--- src/rtl/instr_fetch_unit.sv ---
// Fetch front end: holds the PC, fetches one word at a time over a req/ack handshake
// and presents it to decode until execute accepts it. `IFU_PERF_CNT_EN adds perf counters.
module instr_fetch_unit #(
   parameter logic [31:0] RESET_PC = 32'h0000_0000,
   parameter int unsigned TIMEOUT  = 16
) (
   input  logic        CLK,
   input  logic        Reset,
   output logic        imem_req,
   output logic [31:0] imem_addr,
   input  logic        imem_ack,
   input  logic [31:0] imem_rdata,
   output logic        instr_valid,
   output logic [31:0] instr,
   output logic [6:0]  opCode,
   output logic [2:0]  funct3,
   output logic [31:0] pc_out,
   input  logic        exec_ack,
   input  logic        PCWre,
   input  logic        PCSrc,
   input  logic [31:0] branch_imm,
   output logic        halted,
   output logic        fetch_err
`ifdef IFU_PERF_CNT_EN
   ,
   output logic [31:0] perf_fetch_cnt,
   output logic [31:0] perf_stall_cnt
`endif
);

   typedef enum logic [2:0] {
      IDLE  = 3'd0,
      REQ   = 3'd1,
      ISSUE = 3'd2,
      HALT  = 3'd3,
      ERR   = 3'd4
   } state_t;

   localparam int unsigned     CNT_W      = (TIMEOUT > 2) ? $clog2(TIMEOUT) : 1;
   localparam logic [CNT_W-1:0] CNT_LAST  = CNT_W'(TIMEOUT - 1);
   localparam bit              TIMEOUT_EN = (TIMEOUT != 0);

   state_t           state, state_d;
   logic [31:0]      pc;
   logic [31:0]      next_pc;
   logic [CNT_W-1:0] wait_cnt;
   logic             ack_take;
   logic             exec_take;
   logic             timed_out;
   logic             target_misaligned;

   assign ack_take          = (state == REQ) && imem_ack;
   assign exec_take         = (state == ISSUE) && exec_ack;
   assign next_pc           = PCSrc ? (pc + branch_imm) : (pc + 32'd4);
   assign target_misaligned = (next_pc[1:0] != 2'b00);
   // A same-cycle ack always beats the timeout.
   assign timed_out         = TIMEOUT_EN && (wait_cnt == CNT_LAST) && !imem_ack;

   // NOTE: sequential state uses non-blocking assignments so every register
   // samples pre-edge values, independent of block ordering.
   always_ff @(posedge CLK or negedge Reset) begin
      if (!Reset) state <= IDLE;
      else        state <= state_d;
   end

   // NOTE: every always_comb output gets a default first, so no path can
   // leave it unassigned and infer a latch.
   always_comb begin
      state_d = state;
      unique case (state)
         IDLE:  state_d = REQ;
         REQ: begin
            if (imem_ack)       state_d = ISSUE;
            else if (timed_out) state_d = ERR;
         end
         ISSUE: begin
            if (exec_ack) begin
               if (!PCWre)                 state_d = HALT;
               else if (target_misaligned) state_d = ERR;
               else                        state_d = REQ;
            end
         end
         HALT:  state_d = HALT;
         ERR:   state_d = ERR;
         default: state_d = IDLE;
      endcase
   end

   always_comb begin
      imem_req    = 1'b0;
      instr_valid = 1'b0;
      halted      = 1'b0;
      fetch_err   = 1'b0;
      unique case (state)
         REQ:   imem_req    = 1'b1;
         ISSUE: instr_valid = 1'b1;
         HALT:  halted      = 1'b1;
         ERR:   fetch_err   = 1'b1;
         default: ;
      endcase
   end

   always_ff @(posedge CLK or negedge Reset) begin
      if (!Reset) begin
         pc       <= RESET_PC;
         instr    <= 32'h0;
         wait_cnt <= '0;
      end else begin
         if (ack_take) instr <= imem_rdata;
         if (exec_take && PCWre && !target_misaligned) pc <= next_pc;
         if (state == REQ) wait_cnt <= imem_ack ? '0 : (wait_cnt + CNT_W'(1));
         else              wait_cnt <= '0;
      end
   end

   assign imem_addr = pc;
   assign pc_out    = pc;
   assign opCode    = instr[6:0];
   assign funct3    = instr[14:12];

`ifdef IFU_PERF_CNT_EN
   // Stalls count memory wait cycles plus cycles where execute holds off.
   always_ff @(posedge CLK or negedge Reset) begin
      if (!Reset) begin
         perf_fetch_cnt <= 32'h0;
         perf_stall_cnt <= 32'h0;
      end else begin
         if (ack_take) perf_fetch_cnt <= perf_fetch_cnt + 32'd1;
         if (((state == REQ) && !imem_ack) || ((state == ISSUE) && !exec_ack))
            perf_stall_cnt <= perf_stall_cnt + 32'd1;
      end
   end
`endif

endmodule

--- config.mk ---
export PLATFORM = sky130hd
export DESIGN_NAME = instr_fetch_unit
export DESIGN_NICKNAME = d
export VERILOG_FILES = /design/src/rtl/instr_fetch_unit.sv
export SDC_FILE = /design/constraint.sdc
export NUM_CORES = 1
export LEC_CHECK = 0
export ABC_AREA = 0
export CAP_MARGIN = 0
export CORE_ASPECT_RATIO = 1.25
export CORE_MARGIN = 2
export CORE_UTILIZATION = 47
export CTS_CLUSTER_SIZE = 30
export DETAILED_ROUTE_END_ITERATION = 6
export PLACE_DENSITY_LB_ADDON = 0.15
export SETUP_SLACK_MARGIN = 0.2
export SLEW_MARGIN = 25
export SYNTH_ARGS = -nofsm -noshare
export SYNTH_HDL_FRONTEND = slang
export SYNTH_SLANG_ARGS = --single-unit
export TNS_END_PERCENT = 10
--- constraint.sdc ---
create_clock -name CLK -period 4 [get_ports CLK]
set_input_delay 1 -clock CLK [delete_from_list [all_inputs] [get_ports CLK]]
set_output_delay 1 -clock CLK [all_outputs]
set_load 0.05 [all_outputs]
=== Word level (Yosys, flattened, before mapping) ===
Cells that the tools add are included.

* Add/subtract/negate cells: 3
* Equal/unequal tests: 7
* Mux-type cells: 13
* Reduce and logical (&&, ||, !) cells: 10

{| class="wikitable"
|+ Operators with widths
! operator !! count
|-
| $add 32x3->32 const B || 1
|-
| $add 32x32->32 || 1
|-
| $mux 32 || 1
|-
| $mux 3 || 5
|-
| $pmux 3 s5 || 1
|-
| $mux 4 || 2
|-
| $eq 3x2->1 const B || 2
|-
| $logic_and 1x1->1 || 5
|-
| $add 4x1->4 const B || 1
|-
| $eq 4x4->1 const B || 1
|-
| $mux 1 || 4
|-
| $eq 3x1->1 const B || 1
|-
| $eq 3x3->1 const B || 1
|-
| $logic_not 3->1 || 1
|-
| $ne 3x3->1 const B || 1
|-
| $logic_not 1->1 || 2
|-
| $ne 2x2->1 const B || 1
|-
| $reduce_and 2->1 || 1
|-
| $reduce_bool 2->1 || 1
|}

* Flip-flop bits (word level): 71
* Input bits: 70
* Output and inout port bits: 110
* Word-level logic and storage cells: 37

=== Longest topological paths before layout ===
* Word-level depth: 7
* Depth in mapped cells: 11
* Gate-level depth less buffers: 10

=== Least setup slack after synthesis ===
Ideal clock, no wire load.

* Path type: input-to-reg
* Start: input port branch_imm[0]
* End: register pc[30], in the netlist imem_addr[30]
* Setup time: 0.126 ns
* Data arrival time: 3.407 ns
* Required time: 3.874 ns
* Slack: 0.468 ns
* Stages on the path: 11
* Path buffers: 1
* Path through: ha_1 fa_1 or3b_1 and2_1 or4_4 buf_2 nor2_1 nand2_1 xnor2_1 a21oi_1 o22ai_1

* Longest elaborated chain between the ends: 5

{| class="wikitable"
|+ RTL lines
! item !! line !! source
|-
| from (decl) || 21 || <nowiki>input logic [31:0] branch_imm,</nowiki>
|-
| $add 32x32->32 (*) || 54 || <nowiki>assign next_pc = PCSrc ? (pc + branch_imm) : (pc + 32'd4);</nowiki>
|-
| $mux 32 (*) || 54 ||
|-
| $reduce_bool 2->1 || 55 || <nowiki>assign target_misaligned = (next_pc[1:0] != 2'b00);</nowiki>
|-
| $logic_not 1->1 || 110 || <nowiki>if (exec_take && PCWre && !target_misaligned) pc <= next_pc;</nowiki>
|-
| $logic_and 1x1->1 || 110 ||
|-
| to (signal assigned) || 110 ||
|-
| to (decl) || 44 || <nowiki>logic [31:0] pc;</nowiki>
|}

Mark *: on every way between the ends. The rest lies on a longest branch, timed or not.
A chain may end at the register's enable or synchronous reset.

=== Final worst setup path ===
* Start: input port branch_imm[0]
* End: register pc[19], in the netlist imem_addr[19]

Same word-level chain as after synthesis.

==> impl_metrics.env <==
export IMPL_cts_hold_buffers=0
export IMPL_synth_edff_count=0
export IMPL_ys_types=60
export IMPL_cts_tree="done"
export IMPL_grt_pass1_wl_um=24870
export IMPL_finalHoldViolCount=0
export IMPL_combPwrFrac_pct=55.0
export IMPL_hold_worst_slack_ps=456.9
export IMPL_endpoint_kind="register"
export IMPL_ir_drop_mv=0.3672
export IMPL_max_freq_mhz=268.7
export IMPL_finalWorstSetupSlack_ps=278.8
export IMPL_critPathMaxFanout=5
export IMPL_cts_buffers=9
export IMPL_pre_cts_ws_ps=-74.99
export IMPL_intPower_w=0.002470
export IMPL_overflow=0
export IMPL_fin_util_pct=66.12
export IMPL_fillers=959
export IMPL_antenna_left=0
export IMPL_post_dp_hpwl_um=11610
export IMPL_final_max_slew_viol_count=0
export IMPL_p_sw_share_pct=45.41
export IMPL_vias=5345
export IMPL_rsz0062_at_grt="true"
export IMPL_synth_avg_cell_area_um2=8.928
export IMPL_maxCapViolCount=0
export IMPL_required_ps=4210
export IMPL_gp_congestion=0.9517
export IMPL_die_w_um=100.6
export IMPL_worstPathCellList="clkdlybuf4s50_1, ha_2, fa_1, or3b_1, and2_1, or4_2, o41a_1, o22ai_1, nor3b_1"
export IMPL_final_nets=868
export IMPL_switchingPower_w=0.002055
export IMPL_grt_max_degree=65
export IMPL_cp_arrival_ps=3930
export IMPL_core_um2=11510
export IMPL_critPathTopFamily="simple AND/OR/NAND/NOR gates"
export IMPL_drc=0
export IMPL_die_area_um2=12550
export IMPL_tightestPinTransition_ps=634.9
export IMPL_antenna_found_initial=0
export IMPL_drive_above_1_share_pct=12.09
export IMPL_post_route_min_period_ps=3721
export IMPL_powerDensity_nw_per_um2=594.9
export IMPL_wirelength_um=15560
export IMPL_pin_count=180
export IMPL_crit_cells=9
export IMPL_synth_area_leader_cell="dfrtp_1"
export IMPL_insertion_delay_ps=330
export IMPL_syn_to_final_growth_pct=38.78
export IMPL_final_common_cell="clkdlybuf4s50_1"
export IMPL_hold_depth=1
export IMPL_cts_root_buf="clkbuf_16"
export IMPL_synthArstFlopShare_pct=100.0
export IMPL_grt_pass1_vias=5184
export IMPL_synthTopCellsByArea="dfrtp_1 32%, mux2_2 8.0%, ha_1 7.5%"
export IMPL_min_path_type="reg2reg"
export IMPL_finalCritPeriodShare_pct=93.03
export IMPL_ff2ff_setup_slack_ps=890
export IMPL_die_y_um=124.7
export IMPL_fin_skew_ps=4.792
export IMPL_setup_viol=0
export IMPL_min_delay_start="wait_cnt[0]"
export IMPL_rows=44
export IMPL_relSlewSlack_pct=57.12
export IMPL_yosysSeqAreaShare_pct=32.41
export IMPL_min_to="wait_cnt[0]"
export IMPL_critPathBufInv=1
export IMPL_critPathKind="in2reg"
export IMPL_synth_ff_latch_count=71
export IMPL_start_util_pct=47.64
export IMPL_drt_pass1_iterations=5
export IMPL_startpoint_type="primary input"
export IMPL_reg2regPathDepth=8
export IMPL_cts_sinks=71
export IMPL_diodes=0
export IMPL_netlist_instances=614
export IMPL_avgViaCountPerCell=5.893
export IMPL_p_seq_share_pct=24.6
export IMPL_timing_rr_start="imem_addr[0]"
export IMPL_synth_main_ff_cell="dfrtp_1"
export IMPL_syn_num_nets=718
export IMPL_status="finished, final reports clean"
export IMPL_ys_warnings_count=0
export IMPL_port_buffers=179
export IMPL_crit_slowest_cell="or4_2"
export IMPL_synth_top_cell_area_share_pct=32.41
export IMPL_grt_use_total_pct=24.13
export IMPL_p_clk_share_pct=20.4
export IMPL_path_clk_slew_ps=60
export IMPL_routedWlPerCell_um=17.16
export IMPL_layout_common_cells="178 x clkdlybuf4s50_1, 71 x dfrtp_1, 51 x nor2_1"
export IMPL_htree_levels=3
export IMPL_r2r_end="imem_addr[19]"
export IMPL_power_leakage_nw=3.132
export IMPL_critPathMaxStageDelay_ps=630
export IMPL_drt_iter0_drc=337
export IMPL_syn_cell_area_um2=5482
export IMPL_clockBufferDepth=2
==> worst reg2reg max path, stage by stage, from the launching register on <==
cell	delay, ps
dfrtp_1	460
ha_2	240
fa_1	420
or3b_1	390
and2_1	190
or4_2	630
o41a_1	450
o22ai_1	140
nor3b_1	70
==> cell type report <==
class	instances	area, um^2	share of cell area (%)
Timing Repair Buffer	205	2007	26.38
Clock inverter	7	121.4	1.595
Tap cell	138	172.7	2.270
Inverter	7	26.28	0.3454
Sequential cell	71	1777	23.36
Clock buffer	9	225.2	2.961
Multi-Input combinational cell	470	3278	43.09
==> synth_stat cells (4+ instances only) <==
cell and count:
a211oi_1 5, ha_1 33, and2_1 4, nand2_1 37, xnor2_1 13, mux2_2 39
nor2_1 52, o21ai_0 31, buf_2 4, clkbuf_1 21, nand2b_1 9, nand4_1 10
xor2_1 13, nor3_1 9, and3_1 14, dfrtp_1 71, o22ai_1 15, buf_4 42
a2111oi_0 4, mux2i_1 5, o21a_1 5, inv_1 7, a21o_1 21, nor3b_1 5
a21oi_1 49, nor2b_1 5, a221oi_1 7, nand3_1 22, o211ai_1 7, a31oi_1 8
==> layer usage <==
layer / share of wire [%] / wire [um] / GRT usage [%]
met1: 43 / 6639 / 30.57
met2: 49 / 7642 / 41.33
met3: 6.6 / 1021 / 4.377
met4: 1.7 / 257 / 7.172
met5: 0 / 0 / 0
==> worst max path at each step <==
stage | startpoint | endpoint | slack (ps)
6_report | branch_imm[0] | imem_addr[19] | 280
5_1_grt | branch_imm[0] | imem_addr[31] | 190
4_1_cts | branch_imm[0] | imem_addr[15] | 200
3_5_place_dp | branch_imm[0] | imem_addr[30] | -70
3_3_place_gp | branch_imm[0] | imem_addr[30] | -40
2_1_floorplan | branch_imm[0] | imem_addr[30] | 470
==> per-stage QoR <==
step	power (W)	area, um^2	cells	setup TNS, ps
global placement	0.003571	7239	889	-84.01
floorplan	0.002879	5482	614	0
detailed placement	0.003611	7239	889	-269.1
finish	0.004526	7607	907	0
global route	0.004718	7607	907	0
CTS	0.004546	7586	905	0
==> repair_timing <==
item	4_1_cts	5_1_grt
buffers inserted	0	1
endpoints found under the setup margin	0	10
resized for setup	0	2
==> power by group through the flow <==
stage               registers, W  clock network (W)  logic (W)
global route             0.00115           0.000962    0.00261
floorplan                0.00178                  0    0.00110
CTS                      0.00112           0.000934    0.00250
global placement         0.00111                  0    0.00246
detailed placement       0.00113                  0    0.00249
finish                   0.00111           0.000924    0.00249
==> flip-flops by register name, indices dropped and copies added (netlist names) <==
register   count
imem_addr     32
state          3
instr         32
wait_cnt       4
==> logic make-up (layout without fill, tap and decap cells) <==
logic type / after synthesis / count (layout) / synth area share [%]
compound gates: 179 / 179 / 21.41
xor+xnor: 26 / 26 / 4.154
fa+ha+maj: 34 / 34 / 7.898
buf+inv: 74 / 228 / 8.035
flops: 71 / 71 / 32.41
mux: 44 / 44 / 8.925
simple gates: 186 / 187 / 17.16
Note: power is estimated with default switching activity, not from simulation.
==> variant 1, RTL diff (same flow settings) <==
`TIMEOUT`: 16 -> 32.
--- a/src/rtl/instr_fetch_unit.sv
+++ b/src/rtl/instr_fetch_unit.sv
@@ -4,3 +4,3 @@
    parameter logic [31:0] RESET_PC = 32'h0000_0000,
-   parameter int unsigned TIMEOUT  = 16
+   parameter int unsigned TIMEOUT  = 32
 ) (
Function: no difference found for any inputs over 10 cycles, from zero or initial values and one cycle with Reset low; that may be too few to reach the edited logic, so the function may still have changed.
==> variant 1 against the original RTL <==
Cell area up 0.48%; clock skew up 0.0020 ns; non-clock buffer count is 14 lower; sequential power shrank 9%; area after synthesis up 2.5%; worst setup slack improved by 0.22 ns; sequential cell count is 1 higher; wire length up 2.4%; total power decreased by 17%; global-route usage is 0.90 points higher; synthesized cell count rose by 2.1%; clock power increased by 2.4%; die area is 2.4% higher; critical endpoint is now imem_addr[22]; largest power group unchanged.
==> variant 1: results (changes against the original RTL) <==
[finish]
instances_no_fill=927  ; +2.2%
drive_gt1_share_pct=11.1  ; -1.0 points
fillers=1000  ; +4.3%
layout.nets=866  ; -0.23%

[placed_design]
dp_slack_ns=0.233  ; +0.308 ns
io_buffers=179  ; unchanged
gp_congestion=0.935  ; -1.7%
dp.cells=911  ; +2.5%
dpl.hpwl_mm=12.3  ; +5.6%

[synth]
synth_common_cells=dfrtp_1 (72), a21oi_1 (70), nand2_1 (44), nor2_1 (44), buf_4 (43)
seq_area_frac_synth_pct=32.1  ; -0.33 points
avgSynthCellArea_um2=8.96  ; +0.34%
ys_types=68  ; +13%
yosys-top-cells-area=dfrtp_1 (32%), ha_1 (7.6%), mux2_2 (6.6%)
synth_fp_nets=732  ; +1.9%

[grt]
grt_use_total_pct=25.0  ; +0.90 points
grt_max_degree=46  ; -29%
met1_usage_pct=30.9  ; +0.37 points
grt_use_met3_pct=4.11  ; -0.27 points
grt_pass1_vias=5187  ; +0.058%
grt_pass1_wl_mm=25.8  ; +3.9%
antenna_found_initial=0  ; unchanged
grtUsageMet2_pct=43.7  ; +2.4 points

[routing]
vias=5361  ; +0.30%
totalWireLength_mm=15.9  ; +2.4%
wl_met3_mm=1.09  ; +6.5%
drt_iter0_markers=342  ; +1.5%
dr.pass1.iters=5  ; unchanged
wl_met2_mm=8.19  ; +7.1%
wl_met1_mm=6.42  ; -3.4%

[min_path]
hold_depth=1  ; unchanged
worstHoldPathType=flop to flop

[setup_path]
timing.rr.end=imem_addr[22]
worstRegToRegCells=10  ; +2
max_stage_delay_ns=0.41  ; -0.22 ns
endpoint=imem_addr[22]
critPathArrivalTime_ns=3.73  ; -0.20 ns
cp_top_family=compound AO/OA/AOI/OAI gates
critPathSlowestCell=clkdlybuf4s50_1
ff2ff_setup_slack_ns=1.10  ; +0.21 ns

[outcome]
status=completed

[sta]
max_freq_mhz=285  ; +6.2%
skew_ns=0.00679  ; +0.00200 ns
maxSlewHeadroom_pct=54.8  ; -2.3 points

[power]
peakVddDrop_uv=329  ; -10%
leakagePower_nw=3.28  ; +4.8%

## variant 1: cell count changes after synthesis, sizes merged, moves of 7 or more
cell	before	now
nand2	37	45
o21ai	33	22
nor2	52	44
buf	46	54
a21oi	49	70
clkbuf	21	14
inv	7	14
## variant 1: cell families after synthesis
| logic type | after synthesis | share of synthesized area (%) |
|---|---|---|
| compound gates | 189 | 21.9 |
| simple gates | 185 | 17.9 |
| mux | 37 | 7.42 |
| flops | 72 | 32.1 |
| fa+ha+maj | 35 | 7.93 |
| buf+inv | 82 | 8.60 |
| xor+xnor | 27 | 4.21 |
## variant 1: cell type report
class / instances / area share [%]
Inverter: 14 / 0.688
Sequential cell: 72 / 23.6
Clock inverter: 6 / 1.51
Timing Repair Buffer: 191 / 24.9
Multi-Input combinational cell: 473 / 43.6
Clock buffer: 10 / 3.13
Tap cell: 161 / 2.64
## variant 1: worst min path at each step
| stage | end | slack (ns) |
|---|---|---|
| floorplan | wait_cnt[0] | 0.43 |
| global placement | wait_cnt[0] | 0.44 |
| detailed placement | wait_cnt[0] | 0.47 |
| CTS | wait_cnt[0] | 0.48 |
| global route | wait_cnt[0] | 0.49 |
| finish | wait_cnt[0] | 0.47 |
## variant 1: metrics by stage
stage / util [%] / area [um^2] / power, mW
final: 65.8 / 7640 / 3.76
after global routing: 65.8 / 7640 / 3.91
after CTS: 65.8 / 7640 / 3.78
after detailed placement: 62.8 / 7290 / 2.83
after global placement: 62.8 / 7290 / 2.80
after floorplan: - / 5620 / 2.26
## variant 1: power by group
group	leakage, nW	internal [mW]	total (mW)	switching (mW)
logic	2.19	0.649	1.80	1.15
clock network	0.169	0.629	0.946	0.317
registers	0.918	0.900	1.01	0.115
total	3.28	2.18	3.76	1.58
==> variant 2, RTL diff (same flow settings) <==
Made on the original files. Encoding of `state_t`: now one-hot (5 bits for 5 states).
--- a/src/rtl/instr_fetch_unit.sv
+++ b/src/rtl/instr_fetch_unit.sv
@@ -30,8 +30,8 @@
 
-   typedef enum logic [2:0] {
-      IDLE  = 3'd0,
-      REQ   = 3'd1,
-      ISSUE = 3'd2,
-      HALT  = 3'd3,
-      ERR   = 3'd4
+   typedef enum logic [4:0] {
+      IDLE  = 5'b00001,
+      REQ   = 5'b00010,
+      ISSUE = 5'b00100,
+      HALT  = 5'b01000,
+      ERR   = 5'b10000
    } state_t;
Function: same outputs for any inputs over 10 cycles, from zero or initial values and one cycle with Reset low; not proved beyond that.
==> variant 2 against the original RTL <==
Wire length increased by 4.4%; area after synthesis decreased by 0.14%; total power decreased by 12%; sequential cell count increased by 2; cell area decreased by 1.4%; first-iteration DRC count decreased by 23%; worst setup slack improved by 0.082 ns; final cell count decreased by 0.77%; register-to-register slack improved by 0.07 ns; combinational power decreased by 19%; via count increased by 0.90%.
==> variant 2: results (changes against the original RTL) <==
[synth]
ys_types=63  ; +5.0%
yosys-top-cells-area=dfrtp_1 (33%), ha_1 (7.5%), mux2_2 (6.8%)
seq_area_frac_synth_pct=33.4  ; +0.98 points
synth_common_cells=dfrtp_1 (72), a21oi_1 (71), nor2_1 (44), buf_4 (42)
avgSynthCellArea_um2=8.90  ; -0.30%
synth_fp_nets=719  ; +0.14%

[sta]
setup_viol=0  ; unchanged
skew_ns=0.0105  ; +0.00574 ns
worstMarginPinSlew_ns=0.744  ; +0.109 ns

[routing]
drt_iter0_markers=260  ; -23%
vias=5393  ; +0.90%
totalWireLength_mm=16.3  ; +4.4%
dr.pass1.iters=5  ; unchanged

[outcome]
status=completed

[finish]
instances_no_fill=900  ; -0.77%
drive_gt1_share_pct=11.3  ; -0.81 points
layout.nets=861  ; -0.81%

[grt]
grt_pass1_wl_mm=26.3  ; +5.7%
grt_use_total_pct=25.9  ; +1.8 points
grt_max_degree=44  ; -32%
grt_pass1_vias=5490  ; +5.9%

[power]
leakagePower_nw=3.11  ; -0.57%
peakVddDrop_uv=605  ; +65%

[placed_design]
dp.cells=884  ; -0.56%
dpl.hpwl_mm=12.4  ; +6.9%
gp_congestion=0.942  ; -1.1%
io_buffers=179  ; unchanged
place_area_um2=7170  ; -0.93%

[setup_path]
max_stage_delay_ns=0.47  ; -0.16 ns
worstPathMaxFanout=3  ; -2
critPathSlowestCell=or4_1
critPathArrivalTime_ns=3.86  ; -0.07 ns

[clocking]
root_buffer=clkbuf_16
numCtsBuffers=9  ; unchanged
cts_setup_buffers=0  ; unchanged

==> variant 2: changes by cell type in the layout (fill, tap and decap cells not counted), moves of 6 or more <==
cell and change:
a21o_1 -9, a21oi_1 +22, a221oi_1 -6, mux2_2 -6, nor2_1 -7, o22ai_1 +7
==> variant 2: path summary, 6_finish.rpt <==
kind / start / end / slack, ns / depth (start not counted)
max reg2reg: imem_addr[0] / imem_addr[30] / 0.96 / 10
max: branch_imm[0] / imem_addr[30] / 0.36 / 11
max in group asynchronous: Reset / state[0] / 2.64 / 2
min in group asynchronous: Reset / instr[25] / 0.64 / 1
min reg2reg: wait_cnt[0] / wait_cnt[0] / 0.48 / 1
min: wait_cnt[0] / wait_cnt[0] / 0.48 / 1
==> variant 2: area by class of cell <==
type,instances,area [um^2]
tap,138,173
clock buffer,10,239
fill,985,4000
sequential,73,1830
inverter,12,45.0
timing repair buffer,198,1940
clock inverter,6,90.1
multi-input combinational,463,3180
==> variant 2: through the flow <==
step	hold WS, ns	worst slack (ns)
after floorplan	0.433	0.360
after global placement	0.444	0.0415
after detailed placement	0.469	-0.00784
after CTS	0.478	0.335
after global routing	0.499	0.221
final	0.478	0.361
==> variant 2: layer usage <==
metal	part of all wire, %	GRT usage, %	vias to the layer above
met5	0	0	-
met4	5.2	13.5	0
met3	7.1	6.68	60
met2	50	45.2	243
met1	38	28.4	2560
li1	-	-	2530
==> variant 2: kinds of logic (layout without fill, tap and decap cells) <==
group,after synthesis,count (layout),synth area share (%)
buffers and inverters,79,226,8.53
adders and majority gates,34,34,7.91
xor gates and xnor gates,28,28,4.48
muxes,37,37,7.52
and+or+nand+nor,171,171,16.1
AOI/OAI and AO/OA,193,193,22.0
DFF,73,73,33.4
==> variant 2: what timing repair did <==
item,in CTS,in global routing
gates resized for setup,0,0
hold buffers,0,0
setup endpoints to repair,0,1
==> variant 2: critical path, delay by kind of cell <==
kind	cells	cell delay (ns)
AO/OA/AOI/OAI	5	1.16
adder cells (fa/ha/maj)	2	0.64
buffers and inverters	1	0.41
AND/OR/NAND/NOR	3	0.64
==> variant 2: where the power goes <==
| part | switching, mW | internal, mW | total [mW] | leakage, nW |
|---|---|---|---|---|
| Combinational | 1.28 | 0.741 | 2.02 | 2.03 |
| Sequential | 0.142 | 0.934 | 1.08 | 0.924 |
| Clock | 0.320 | 0.565 | 0.885 | 0.159 |
